### config.mk
export PLATFORM = sky130hd
export DESIGN_NAME = remote_link_rx
export DESIGN_NICKNAME = d
export VERILOG_FILES = /design/src/rtl/remote_link_rx_pkg.sv /design/src/rtl/link_debounce.sv /design/src/rtl/remote_link_rx.sv
export SDC_FILE = /design/constraint.sdc
export NUM_CORES = 1
export LEC_CHECK = 0
export ABC_AREA = 1
export BUFFER_PORTS_ARGS = -buffer_cell sky130_fd_sc_hd__buf_2
export CAP_MARGIN = 20
export CORE_MARGIN = 2
export CORE_UTILIZATION = 32
export CTS_CLUSTER_SIZE = 12
export DETAILED_ROUTE_END_ITERATION = 6
export GPL_ROUTABILITY_DRIVEN = 0
export PLACE_DENSITY = 0.51
export SETUP_SLACK_MARGIN = 0.02
export SYNTH_ARGS = -nofsm -noshare
export SYNTH_HDL_FRONTEND = slang
export SYNTH_SLANG_ARGS = --single-unit
### constraint.sdc
create_clock -name clk -period 1.31 [get_ports clk]
set_input_delay 0.131 -clock clk [delete_from_list [all_inputs] [get_ports clk]]
set_output_delay 0.131 -clock clk [all_outputs]
set_load 0.05 [all_outputs]
### src/rtl/remote_link_rx_pkg.sv
// Shared definitions for the board-to-board key link receiver: design-wide
// defaults and the per-channel output bundle.
package remote_link_rx_pkg;

    localparam int unsigned LINK_DEBOUNCE_CYCLES = 65000;
    localparam int unsigned LINK_SYNC_STAGES     = 2;

    typedef struct packed {
        logic level;
        logic press;
        logic rel;
    } link_chan_t;

endpackage : remote_link_rx_pkg

### src/rtl/link_debounce.sv
// One link channel: synchroniser chain, persistence-count debouncer, and
// registered single-cycle press/release pulses.
module link_debounce
    import remote_link_rx_pkg::*;
#(
    parameter int unsigned SYNC_STAGES     = LINK_SYNC_STAGES,
    parameter int unsigned DEBOUNCE_CYCLES = LINK_DEBOUNCE_CYCLES
) (
    input  logic       clk_i,
    input  logic       rst_i,
    input  logic       rx_i,
    output link_chan_t chan_o
);

    localparam int unsigned CNT_W = $clog2(DEBOUNCE_CYCLES + 1);

    logic [SYNC_STAGES-1:0] sync_q, sync_d;
    logic [CNT_W-1:0]       cnt_q, cnt_d;
    logic                   stable_q, stable_d;
    logic                   press_q, press_d;
    logic                   release_q, release_d;
    logic                   sync_c;

    assign sync_c = sync_q[SYNC_STAGES-1];

    // Accept a new value only after it persists for DEBOUNCE_CYCLES samples.
    always_comb begin
        sync_d    = {sync_q[SYNC_STAGES-2:0], rx_i};
        stable_d  = stable_q;
        cnt_d     = '0;
        press_d   = 1'b0;
        release_d = 1'b0;
        if (sync_c != stable_q) begin
            if (cnt_q == CNT_W'(DEBOUNCE_CYCLES - 1)) begin
                stable_d  = sync_c;
                press_d   = sync_c;
                release_d = ~sync_c;
            end else begin
                cnt_d = cnt_q + CNT_W'(1);
            end
        end
    end

    always_ff @(posedge clk_i) begin
        if (rst_i) begin
            sync_q    <= '0;
            cnt_q     <= '0;
            stable_q  <= 1'b0;
            press_q   <= 1'b0;
            release_q <= 1'b0;
        end else begin
            sync_q    <= sync_d;
            cnt_q     <= cnt_d;
            stable_q  <= stable_d;
            press_q   <= press_d;
            release_q <= release_d;
        end
    end

    assign chan_o = '{level: stable_q, press: press_q, rel: release_q};

endmodule : link_debounce

### src/rtl/remote_link_rx.sv
// Conditions the opponent's raw SPACE and ENTER link pins into clean levels
// and edge pulses for the turn and game FSMs.
module remote_link_rx
    import remote_link_rx_pkg::*;
#(
    parameter int unsigned SYNC_STAGES     = LINK_SYNC_STAGES,
    parameter int unsigned DEBOUNCE_CYCLES = LINK_DEBOUNCE_CYCLES
) (
    input  logic clk,
    input  logic rst,
    input  logic space_rx,
    input  logic enter_rx,
    output logic space_level,
    output logic enter_level,
    output logic space_press,
    output logic space_release,
    output logic enter_press,
    output logic enter_release
);

    link_chan_t space_chan;
    link_chan_t enter_chan;

    link_debounce #(
        .SYNC_STAGES    (SYNC_STAGES),
        .DEBOUNCE_CYCLES(DEBOUNCE_CYCLES)
    ) u_space (
        .clk_i (clk),
        .rst_i (rst),
        .rx_i  (space_rx),
        .chan_o(space_chan)
    );

    link_debounce #(
        .SYNC_STAGES    (SYNC_STAGES),
        .DEBOUNCE_CYCLES(DEBOUNCE_CYCLES)
    ) u_enter (
        .clk_i (clk),
        .rst_i (rst),
        .rx_i  (enter_rx),
        .chan_o(enter_chan)
    );

    assign space_level   = space_chan.level;
    assign space_press   = space_chan.press;
    assign space_release = space_chan.rel;
    assign enter_level   = enter_chan.level;
    assign enter_press   = enter_chan.press;
    assign enter_release = enter_chan.rel;

endmodule : remote_link_rx

* Word-level counts from Yosys, hierarchy flattened
Cells that the tools add are included.
** Storage, ports and cells
- Bits in registers :: 42
- Output and inout port bits :: 6
- Logic and storage cells :: 28
** Cells by class
- Add/sub/neg operators :: 2
- Eq/ne operators :: 4
- Bitwise logic cells :: 6
- Reductions and logical operators :: 6
** Operators with widths (count)
- adder 16 x 1 -> 16 bit, second input constant :: 2
- equality test 16 bit, second input constant :: 2
- OR reduction 3 bit :: 4
- inverter 1 bit :: 6
- AND reduction 2 bit :: 2
- != test 1 bit :: 2

* Logic depth before layout (Yosys ltp)
- Depth after elaboration :: 3
- Depth in mapped cells :: 10

* Modules after synthesis
A second synthesis with hierarchy kept.
** Unflattened totals
- Cell total of the unflattened synthesis :: 284
- Area, all modules :: 2004.4 um^2
** Modules (own cells, without submodules)
- link_debounce :: times used 2, cells an instance 142, area each 1002.2 um^2, sequential area each 420.4 um^2

* Worst setup path after synthesis
Ideal clock, no wire load.
- Path type :: register to register
- Start :: reg u_space.stable_q
- End :: reg u_space.cnt_q[11]
- Data arrival time :: 1.319 ns
- Data required time :: 1.248 ns
- Slack :: -0.071 ns
- Cell stages (with the launch flop) :: 6
- Clock period less this slack :: 1.381 ns
- Path through :: dfxtp_1 nor2_1 nor2_1 nand2_4 buf_8 nor2_2
** On the way
- Longest elaborated chain between the ends :: 3
** Ends and longest elaborated chain
- from (decl) :: RTL line link_debounce.sv:19 : logic stable_q, stable_d;
- from (signal assigned) :: RTL line link_debounce.sv:54 : stable_q <= stable_d;
- != test 1 bit :: RTL line link_debounce.sv:33 : if (sync_c != stable_q) begin
- inverter 1 bit (no line)
- OR reduction 3 bit (no line)
- to (signal assigned) :: RTL line link_debounce.sv:53 : cnt_q <= cnt_d;
- to (decl) :: RTL line link_debounce.sv:18 : logic [CNT_W-1:0] cnt_q, cnt_d;
Every way passes these cells.
A chain may end at the register's enable or synchronous reset.

* Worst setup path after layout
- Start :: reg u_enter.cnt_q[1]
- End :: reg u_enter.cnt_q[3]
** On the way
- Longest elaborated chain between the ends :: 2
** Ends and longest elaborated chain (RTL line)
- from (decl) :: link_debounce.sv:18
- from (signal assigned) :: link_debounce.sv:53
- branches (longest 2 deep; another with adder 16 x 1 -> 16 bit)
Several ways; the timed one is not identified.

==> impl_summary.log <==
[metrics] number of H-tree branching levels: 2
[metrics] Mapped Nets: 293
[metrics] data arrival time of the critical path: 1.43 ns
[metrics] Routed WL: 4.05 mm
[metrics] Setup crit start kind: register
[metrics] Gate power share: 0.024
[metrics] n_diodes: 0
[metrics] kind of cell adding the most delay to the critical path: simple AND/OR/NAND/NOR gates
[metrics] Routed Antenna Nets: 0
[metrics] Remaining DRCs: 0
[metrics] clock tree from TritonCTS: built
[metrics] average wire per cell in the routed design: 9.89 um
[metrics] Max-slew headroom: 0.799
[metrics] number of buffers inserted for hold repair after clock tree synthesis: 0
[metrics] CTS buffer count: 5
[metrics] worst-case reg-to-reg path depth: 9
[metrics] portion of total power attributed to sequential cells: 0.578
[metrics] final hold vios: 0
[metrics] clock latency on the worst-skew pair: 0.30 ns
[metrics] final worst slack: 0.0625 ns
[metrics] vertical die dimension: 83.2 um
[metrics] via count of the first global-routing pass: 1719
[metrics] power density of the placed cells: 823 mW/mm2
[metrics] internal portion of total power: 1.73 mW
[metrics] register bit total from synthesis: 42
[metrics] final net count: 340
[metrics] Hold Path Stages: 3
[metrics] max-cap violation count: 0
[metrics] GRT overflow: 0
[metrics] leakage power figure: 1.04 nW
[metrics] global-route wire length before repair: 7.16 mm
[metrics] capturing element type of the critical path: register
[metrics] share of total power in the clock network: 0.398
[metrics] Initial DRT Pass Iterations: 4
[metrics] Post-Syn Area: 0.00201 mm2
[metrics] critical-path cell with the highest stage delay: sky130_fd_sc_hd__dfxtp_2
[metrics] R2R Setup Slk: 0.06 ns
[metrics] total global-route track usage: 0.125
[metrics] Seq/Total Area, Yosys: 0.419
[metrics] fin. max-slew vios: 0
[metrics] distinct cell type count after synthesis: 21
[metrics] Vias per Instance: 4.39
[metrics] actual transition at the worst max-transition pin: 0.300 ns
[metrics] minimum clock period after layout: 1.25 ns
[metrics] class of the tightest hold or removal check: in2reg
[metrics] slowest stage delay, CP: 0.36 ns
[metrics] outcome: complete, no violations
[metrics] DIE AREA: 0.00693 mm2
[metrics] fraction of layout cells with a size suffix above 1: 0.376
[metrics] Worst Hold Slack: 0.0305 ns
[metrics] Bufs on Longest Clock Path: 2
[metrics] antenna violations before repair: 0
[metrics] Post-Route Skew: 0.00945 ns
[metrics] vias: 1798
[metrics] unrepaired setup endpoints after global routing: yes
[metrics] Final Util: 0.451
[metrics] total of buffers placed on input and output ports: 9
[metrics] Initial Util: 0.335
[metrics] core outline area: 0.00599 mm2
[metrics] number of top-level design ports: 10
[metrics] largest driver fanout on the critical path: 6
[metrics] critical setup path kind: reg2reg
[metrics] pin count of the biggest net entering global routing: 14
[metrics] total area of multi-input combinational cells: 0.00114 mm2
[metrics] Fin Setup TNS: 0 ns
[metrics] setup violators final: 0
[metrics] DRC violation total after the first TritonRoute iteration: 45
[metrics] FMAX: 802 MHz
[metrics] post-detailed-placement half-perimeter wirelength: 3.03 mm
[metrics] clock root cell: sky130_fd_sc_hd__clkbuf_8
[metrics] required arrival time at the worst endpoint: 1.50 ns
[metrics] die width: 83.2 um
[metrics] total stage count of the critical path: 9
[metrics] dpl ws: -0.00617 ns
[metrics] sink count of the clock tree: 42
[metrics] worst vdd ir: 0.521 mV
[metrics] Syn-to-layout area delta: 34.5%
[metrics] post-synthesis average cell area: 7.00 um2
[metrics] Syn Inst Count: 287
[metrics] number of warnings reported in the yosys synthesis log: 0
[metrics] number of buffers and inverters on the critical path: 2
[metrics] Critical Path, Cell by Cell: ha_4, nand2_4, inv_2, nand2_2, nor2_4, nand2_2, nand2_4, buf_6, nor2_1
[metrics] Sw Ratio: 0.222
[metrics] net switching component of the power: 0.495 mW
[metrics] clock-pin transition on the worst setup and hold timing paths: 0.08 ns
[metrics] number of core rows: 28
[metrics] sequential cell area: 862 um2
[metrics] fillcell total: 613
[metrics] fin crit share: 0.952
[repair_timing]
action | CTS | global route
cloned | 0 | 0
pin swaps | 1 | 12
endpoints found under the setup margin | 23 | 37
endpoints found under the hold margin | 0 | 0
setup buffers | 0 | 3
gates resized for setup | 4 | 60
[per-layer routing]
metal,up-vias,wire length [um],track usage
li1,971,-,-
met4,0,67,0.0537
met5,-,0,0
met3,7,89,0.0298
met1,806,1900,0.144
met2,14,1990,0.221
[layout make-up]
class / count / area share
clock inverters: 2 / 0.00463
clock buffers: 6 / 0.0306
flip-flops and latches: 42 / 0.319
repair buffers: 42 / 0.126
well taps: 75 / 0.0347
multi-input cells: 198 / 0.422
inverters: 45 / 0.0625
[sequential cells by signal, summed over array words and instances, names as in the netlist]
| register | flops |
|---|---|
| u_enter.press_q | 1 |
| u_space.sync_q | 2 |
| u_enter.stable_q | 1 |
| u_space.stable_q | 1 |
| u_space.press_q | 1 |
| u_space.release_q | 1 |
| u_enter.sync_q | 2 |
| u_space.cnt_q | 16 |
| u_enter.cnt_q | 16 |
| u_enter.release_q | 1 |
[final timing paths]
path | startpoint | end
min | enter_rx | u_enter.sync_q[0]
max reg2reg | u_enter.cnt_q[1] | u_enter.cnt_q[3]
min reg2reg | u_enter.sync_q[0] | u_enter.sync_q[1]
max | u_enter.cnt_q[1] | u_enter.cnt_q[3]
[power by group through the flow]
stage | clock (mW) | combinational [mW] | sequential [mW]
after CTS | 0.919 | 0.0482 | 1.29
after global placement | 0 | 0.0477 | 1.32
final | 0.885 | 0.0534 | 1.28
after detailed placement | 0 | 0.0478 | 1.32
after global routing | 0.973 | 0.0605 | 1.29
after floorplan | 0 | 0.0257 | 1.32
[through the flow]
stage / power (mW) / cells / instance area (um2)
floorplan: 1.34 / 287 / 2020
global placement: 1.36 / 399 / 2380
detailed placement: 1.36 / 399 / 2380
CTS: 2.26 / 407 / 2490
global route: 2.32 / 410 / 2700
finish: 2.22 / 410 / 2700
[Yosys cell counts]
library cell,n,area [um2]
sky130_fd_sc_hd__a21oi_1,10,50.1
sky130_fd_sc_hd__buf_6,1,11.3
sky130_fd_sc_hd__buf_8,1,15.0
sky130_fd_sc_hd__dfxtp_1,42,841
sky130_fd_sc_hd__ha_1,2,25.0
sky130_fd_sc_hd__inv_1,43,161
sky130_fd_sc_hd__inv_2,2,7.51
sky130_fd_sc_hd__nand2_1,65,244
sky130_fd_sc_hd__nand2_2,5,31.3
sky130_fd_sc_hd__nand2_4,1,11.3
sky130_fd_sc_hd__nand3_1,20,100
sky130_fd_sc_hd__nand3b_1,1,7.51
sky130_fd_sc_hd__nand4_1,8,50.1
sky130_fd_sc_hd__nor2_1,52,195
sky130_fd_sc_hd__nor2_2,14,87.6
sky130_fd_sc_hd__nor2_4,1,11.3
sky130_fd_sc_hd__nor3_1,1,5.00
sky130_fd_sc_hd__nor3b_1,1,7.51
sky130_fd_sc_hd__o21bai_1,2,15.0
sky130_fd_sc_hd__xnor2_1,8,70.1
sky130_fd_sc_hd__xor2_1,7,61.3
[cell families after synthesis]
logic type,Yosys count,share of synthesized area
simple gates,169,0.374
buf+inv,47,0.0972
flops,42,0.419
compound gates,12,0.0324
xor+xnor,15,0.0654
fa+ha+maj,2,0.0125
[placed cells by master (no fill, tap or decap), types with 2 or more instances in the layout]
| cell | Yosys | routed |
|---|---|---|
| sky130_fd_sc_hd__a21oi_2 | 0 | 5 |
| sky130_fd_sc_hd__dfxtp_4 | 0 | 2 |
| sky130_fd_sc_hd__dfxtp_1 | 42 | 29 |
| sky130_fd_sc_hd__dfxtp_2 | 0 | 11 |
| sky130_fd_sc_hd__nor2_4 | 1 | 4 |
| sky130_fd_sc_hd__nand2_1 | 65 | 61 |
| sky130_fd_sc_hd__nand3_2 | 0 | 7 |
| sky130_fd_sc_hd__o21bai_1 | 2 | 2 |
| sky130_fd_sc_hd__buf_2 | 0 | 9 |
| sky130_fd_sc_hd__inv_2 | 2 | 3 |
| sky130_fd_sc_hd__nand3_1 | 20 | 13 |
| sky130_fd_sc_hd__clkbuf_8 | 0 | 6 |
| sky130_fd_sc_hd__nand2_4 | 1 | 3 |
| sky130_fd_sc_hd__buf_12 | 0 | 2 |
| sky130_fd_sc_hd__buf_6 | 1 | 6 |
| sky130_fd_sc_hd__nand4_1 | 8 | 8 |
| sky130_fd_sc_hd__inv_1 | 43 | 42 |
| sky130_fd_sc_hd__xnor2_1 | 8 | 8 |
| sky130_fd_sc_hd__xor2_1 | 7 | 7 |
| sky130_fd_sc_hd__nor2_1 | 52 | 32 |
| sky130_fd_sc_hd__ha_4 | 0 | 2 |
| sky130_fd_sc_hd__nor2_2 | 14 | 31 |
| sky130_fd_sc_hd__a21oi_1 | 10 | 5 |
| sky130_fd_sc_hd__nand2_2 | 5 | 7 |
| sky130_fd_sc_hd__buf_4 | 0 | 25 |
[worst min-delay path: stages]
cell                     delay, ns
sky130_fd_sc_hd__buf_2        0.09
sky130_fd_sc_hd__inv_1        0.04
sky130_fd_sc_hd__nor2_1       0.03
(Power assumes the default switching activity.)
